## src/rtl/xbar_core_l2.sv

```systemverilog
// N-port request crossbar onto a single L2 request channel through a one-entry output buffer.
// Define XBAR_RR_ARB_EN for round-robin arbitration; otherwise fixed priority (port 0 first).
`timescale 1ns/1ps
`ifndef MEM_ADDR_BITS
`define MEM_ADDR_BITS 26
`endif
`ifndef MEM_DATA_BITS
`define MEM_DATA_BITS 64
`endif
`ifndef MEM_TAG_BITS
`define MEM_TAG_BITS 5
`endif
`ifndef MEM_L2TAG_BITS
`define MEM_L2TAG_BITS 7
`endif

module xbar_core_l2 #(
  parameter int NPORTS          = 2,
  parameter int ID_BITS         = 2,
  parameter int MAX_OUTSTANDING = 4
) (
  input  logic                               clk_i,
  input  logic                               reset_i,
  input  logic [NPORTS-1:0]                  port_req_val_i,
  output logic [NPORTS-1:0]                  port_req_rdy_o,
  input  logic [NPORTS-1:0]                  port_req_rw_i,
  input  logic [NPORTS*`MEM_ADDR_BITS-1:0]   port_req_addr_i,
  input  logic [NPORTS*`MEM_DATA_BITS-1:0]   port_req_data_i,
  input  logic [NPORTS*`MEM_TAG_BITS-1:0]    port_req_tag_i,
  output logic [NPORTS-1:0]                  port_resp_val_o,
  output logic [NPORTS-1:0]                  port_resp_nack_o,
  output logic [`MEM_DATA_BITS-1:0]          port_resp_data_o,
  output logic [`MEM_TAG_BITS-1:0]           port_resp_tag_o,
  output logic                               mem_req_val_o,
  input  logic                               mem_req_rdy_i,
  output logic [1:0]                         mem_req_rw_o,
  output logic [`MEM_ADDR_BITS-1:0]          mem_req_addr_o,
  output logic [`MEM_DATA_BITS-1:0]          mem_req_data_o,
  output logic [`MEM_L2TAG_BITS-1:0]         mem_req_tag_o,
  input  logic                               mem_resp_val_i,
  input  logic                               mem_resp_nack_i,
  input  logic [`MEM_DATA_BITS-1:0]          mem_resp_data_i,
  input  logic [`MEM_L2TAG_BITS-1:0]         mem_resp_tag_i
);
  localparam int AW = `MEM_ADDR_BITS;
  localparam int DW = `MEM_DATA_BITS;
  localparam int TW = `MEM_TAG_BITS;
  localparam int LW = `MEM_L2TAG_BITS;
  localparam int CW = $clog2(MAX_OUTSTANDING + 1);
  localparam logic [CW-1:0] CNT_MAX = CW'(MAX_OUTSTANDING);

  logic [CW-1:0]      cnt_q [NPORTS];
  logic [CW-1:0]      cnt_d [NPORTS];
  logic               buf_val_q, buf_val_d;
  logic [1:0]         rw_q, rw_d;
  logic [AW-1:0]      addr_q, addr_d;
  logic [DW-1:0]      data_q, data_d;
  logic [LW-1:0]      tag_q, tag_d;
  logic [NPORTS-1:0]  elig, grant, dec;
  logic [ID_BITS-1:0] gnt_idx, resp_id;
  logic               gnt_any, buf_free, accept, resp_any;

  assign buf_free = ~buf_val_q | mem_req_rdy_i;
  assign resp_id  = mem_resp_tag_i[LW-1 -: ID_BITS];
  assign resp_any = mem_resp_val_i | mem_resp_nack_i;

  always_comb begin
    elig = '0;
    for (int i = 0; i < NPORTS; i++) elig[i] = port_req_val_i[i] && (cnt_q[i] < CNT_MAX);
  end

`ifdef XBAR_RR_ARB_EN
  logic [ID_BITS-1:0] ptr_q, ptr_d;
  int                 rr_j;

  // Search starts at the pointer and wraps; first eligible port wins.
  always_comb begin
    gnt_any = 1'b0;
    gnt_idx = '0;
    rr_j    = 0;
    for (int k = 0; k < NPORTS; k++) begin
      rr_j = int'(ptr_q) + k;
      if (rr_j >= NPORTS) rr_j = rr_j - NPORTS;
      if (!gnt_any && elig[rr_j]) begin
        gnt_any = 1'b1;
        gnt_idx = ID_BITS'(rr_j);
      end
    end
  end

  always_comb begin
    ptr_d = ptr_q;
    if (accept) ptr_d = (gnt_idx == ID_BITS'(NPORTS - 1)) ? '0 : gnt_idx + ID_BITS'(1);
  end

  always_ff @(posedge clk_i or posedge reset_i) begin
    if (reset_i) ptr_q <= '0;
    else         ptr_q <= ptr_d;
  end
`else
  always_comb begin
    gnt_any = 1'b0;
    gnt_idx = '0;
    for (int i = NPORTS - 1; i >= 0; i--) begin
      if (elig[i]) begin
        gnt_any = 1'b1;
        gnt_idx = ID_BITS'(i);
      end
    end
  end
`endif

  always_comb begin
    grant = '0;
    if (gnt_any && buf_free && !reset_i) grant[gnt_idx] = 1'b1;
  end

  assign accept         = |grant;
  assign port_req_rdy_o = grant;

  // A reload in the same cycle as a drain keeps the buffer full.
  always_comb begin
    buf_val_d = buf_val_q;
    rw_d      = rw_q;
    addr_d    = addr_q;
    data_d    = data_q;
    tag_d     = tag_q;
    if (accept) begin
      buf_val_d = 1'b1;
      rw_d      = {gnt_idx == '0, port_req_rw_i[gnt_idx]};
      addr_d    = port_req_addr_i[int'(gnt_idx)*AW +: AW];
      data_d    = port_req_data_i[int'(gnt_idx)*DW +: DW];
      tag_d     = {gnt_idx, port_req_tag_i[int'(gnt_idx)*TW +: TW]};
    end else if (mem_req_rdy_i) begin
      buf_val_d = 1'b0;
    end
  end

  for (genvar g = 0; g < NPORTS; g++) begin : g_port
    assign dec[g]              = resp_any && (resp_id == ID_BITS'(g));
    assign port_resp_val_o[g]  = mem_resp_val_i && (resp_id == ID_BITS'(g));
    assign port_resp_nack_o[g] = mem_resp_nack_i && (resp_id == ID_BITS'(g));
  end

  always_comb begin
    for (int i = 0; i < NPORTS; i++) begin
      cnt_d[i] = cnt_q[i];
      if (grant[i] && !dec[i])                        cnt_d[i] = cnt_q[i] + CW'(1);
      else if (!grant[i] && dec[i] && cnt_q[i] != '0) cnt_d[i] = cnt_q[i] - CW'(1);
    end
  end

  always_ff @(posedge clk_i or posedge reset_i) begin
    if (reset_i) begin
      buf_val_q <= 1'b0;
      rw_q      <= '0;
      addr_q    <= '0;
      data_q    <= '0;
      tag_q     <= '0;
      for (int i = 0; i < NPORTS; i++) cnt_q[i] <= '0;
    end else begin
      buf_val_q <= buf_val_d;
      rw_q      <= rw_d;
      addr_q    <= addr_d;
      data_q    <= data_d;
      tag_q     <= tag_d;
      for (int i = 0; i < NPORTS; i++) cnt_q[i] <= cnt_d[i];
    end
  end

  assign mem_req_val_o    = buf_val_q;
  assign mem_req_rw_o     = rw_q;
  assign mem_req_addr_o   = addr_q;
  assign mem_req_data_o   = data_q;
  assign mem_req_tag_o    = tag_q;
  assign port_resp_data_o = mem_resp_data_i;
  assign port_resp_tag_o  = mem_resp_tag_i[TW-1:0];

endmodule

```

## config.mk

```make
export PLATFORM = sky130hd
export DESIGN_NAME = xbar_core_l2
export DESIGN_NICKNAME = d
export VERILOG_FILES = /design/src/rtl/xbar_core_l2.sv
export SDC_FILE = /design/constraint.sdc
export NUM_CORES = 1
export LEC_CHECK = 0
export BUFFER_PORTS_ARGS = -buffer_cell sky130_fd_sc_hd__buf_2
export CAP_MARGIN = 20
export CORE_AREA = 2 2 172 174
export DETAILED_ROUTE_END_ITERATION = 10
export DIE_AREA = 0 0 174 176
export GPL_ROUTABILITY_DRIVEN = 0
export HOLD_SLACK_MARGIN = 0.12
export PLACE_DENSITY = 0.5
export SLEW_MARGIN = 15
export SYNTH_ARGS = -nofsm -noshare
export SYNTH_HDL_FRONTEND = slang
export SYNTH_SLANG_ARGS = --single-unit
```

## constraint.sdc

```tcl
create_clock -name clk_i -period 5.55 [get_ports clk_i]
set_input_delay 0.555 -clock clk_i [delete_from_list [all_inputs] [get_ports clk_i]]
set_output_delay 0.555 -clock clk_i [all_outputs]
set_load 0.1 [all_outputs]
```

==> metrics <==
initial core utilization 0.180; gr usage total 0.101; clock root buffer clkbuf_16; Diodes inserted 0; vias in the first global route 4,455; crit path time final ~3.2 ns; period utilization 0.582; DIE AREA a little over 0.03 sq mm; commonest non-fill, non-tap cells in the layout 305 x buf_2, 195 x nand2_1, 105 x dfrtp_1; Vias 4,559; die height 176 um; Syn Area/Cell 9.36 sq um; Worst setup SP type primary input; ys async rst share 1.00; RSZ-0062 raised after global routing no; CP required roughly 5.0 ns; Crit Path Class primary input to output pin; Worst Setup End Kind output pin; CORE AREA 0.0285 sq mm; post-synth top area cell dfrtp_1; Routed Antenna Nets 0; relative slew slack 0.324; Largest stage delay, worst path 0.55 ns; Pre-antenna DRT Iters 5; H-tree depth 3; vias per std cell 3.95; Synth Cell Area between 0.005 and 0.006 sq mm; Post-CTS Repair Setup Buffers 0; crit-path leading delay family buffers and inverters; CP Max Fanout 58; post-synthesis sequential element count 105; CTS tree done; slowest CP cell inv_4; # setup viols final 0; CP dominant cell by count buf_2; worst slew pin tran between 1 and 1.5 ns; clk_lat worst skew 0.35 ns; clock tree buffer depth 2; Pins Over Slew Limit 0; Worst Path Arrival 2.68 ns; post-synthesis sequential area ratio 0.511; Resize count post-CTS 0; first-pass GRT wire length 24.1 mm; Initial DRC Count approximately 170; Fmax between 300 and 400 MHz; Max Clock Skew between 0.008 and 0.009 ns; DRT Wirelength 15.8 mm; CP Buf/Inv Count 4; hold_buf cts 0; share of cells above drive strength 1 0.428; Post-DP HPWL 11.6 mm; Layout area overhead 31.9%; post-synthesis cell count 549; global-route congestion overflow total 0; fin nets 1,038; Hold Path Class primary input to asynchronous set/reset pin; CP cell instances buf_2 > inv_4 > nand3_1 > clkinv_2 > buf_2; drc violations 0; initial antenna violation count 0; CTS sink cnt 105; status completed; Row Count 62; Most used DFF post-synth dfrtp_1; Synth warnings 0; Die W 174 um; largest net degree at the start of global routing a little under 100; I/O Buffers 305; CTS clk-pin slew, worst paths ~0.080 ns; count of cell types in the netlist 32; FF-to-FF setup slack 3.12 ns; post-synth net total 821; commonest non-fill, non-tap cell in the layout buf_2; wire per inst 13.6 um; TNS Setup 0 ns; Synth top area share 0.511; Fin. Hold Viols 0; io pins roughly 450; Num CTS Buffers 9; MaxCap Viol Count 0; top area cells in the synthesized netlist dfrtp_1 51%, nand2_1 14%, a22oi_1 14%; number of synthesized flops with an enable pin 0
state kept, by name, summed over array words and instances, names as in the netlist:
signal	flops
mem_req_tag_o	6
mem_req_addr_o	26
mem_req_val_o	1
mem_req_data_o	64
mem_req_rw_o	2
cnt_q	6
stage by stage:
step                hold slack, ns  instances  cell area (sq um)  utilization  worst slack (ns)
detailed placement           0.456       1139               6480        0.227              2.20
floorplan                    0.504        549               5140            -             0.861
finish                       0.382       1155               6780        0.237              2.32
global placement             0.454       1139               6480        0.227              2.25
CTS                          0.391       1155               6780        0.237              2.20
global route                 0.403       1155               6780        0.237              2.03
area by class of cell:
class,instances,area [sq um]
Fill cell,3184,21800
Sequential cell,105,2630
Multi-Input combinational cell,336,1790
Timing Repair Buffer,309,1560
Tap cell,384,480
Clock buffer,9,225
Clock inverter,7,75.1
Inverter,5,22.5
cell families (layout without fill, tap and decap cells):
group | count (synthesis) | after routing | synth area share
simple gates | 220 | 220 | 0.173
fa+ha+maj | 2 | 2 | 0.00779
compound gates | 109 | 109 | 0.158
flops | 105 | 105 | 0.511
xor+xnor | 2 | 2 | 0.00341
buf+inv | 108 | 330 | 0.142
mux | 2 | 2 | 0.00414
other cells | 1 | 1 | 0.000729
cells in the mapped netlist, types with 2 or more instances:
cell type / count
a21oi_1: 2
a22oi_1: 96
and2_1: 4
buf_2: 17
buf_4: 79
clkbuf_1: 6
dfrtp_1: 105
fa_1: 2
inv_1: 5
nand2_1: 195
nand2b_1: 3
nor2_1: 7
nor2b_1: 2
nor3_1: 4
o211ai_1: 2
o21ai_0: 3
xnor2_1: 2
worst paths after layout:
check | depth (start not counted) | from | end
max | 5 | reset_i | port_req_rdy_o[0]
min reg2reg | 2 | mem_req_addr_o[1]$_DFFE_PP0P_ | mem_req_addr_o[1]$_DFFE_PP0P_
max in group asynchronous | 3 | reset_i | mem_req_data_o[16]$_DFFE_PP0P_
min | 2 | reset_i | mem_req_addr_o[1]$_DFFE_PP0P_
max reg2reg | 6 | cnt_q[5]$_DFFE_PP0P_ | mem_req_addr_o[20]$_DFFE_PP0P_
min in group clk_i | 3 | port_req_data_i[23] | mem_req_data_o[23]$_DFFE_PP0P_
per-layer routing:
metal / GRT usage / part of all wire / vias up / wire, um
li1: - / - / 2214 / -
met3: 0.0267 / 0.077 / 44 / 1210
met2: 0.179 / 0.50 / 201 / 7890
met1: 0.112 / 0.39 / 2100 / 6150
met5: 0 / 0 / - / 0
met4: 0.0473 / 0.032 / 0 / 507
Power is left out: the tool's default activity adds up to more than one toggle a clock period on the data nets, which glitch-free logic cannot reach.
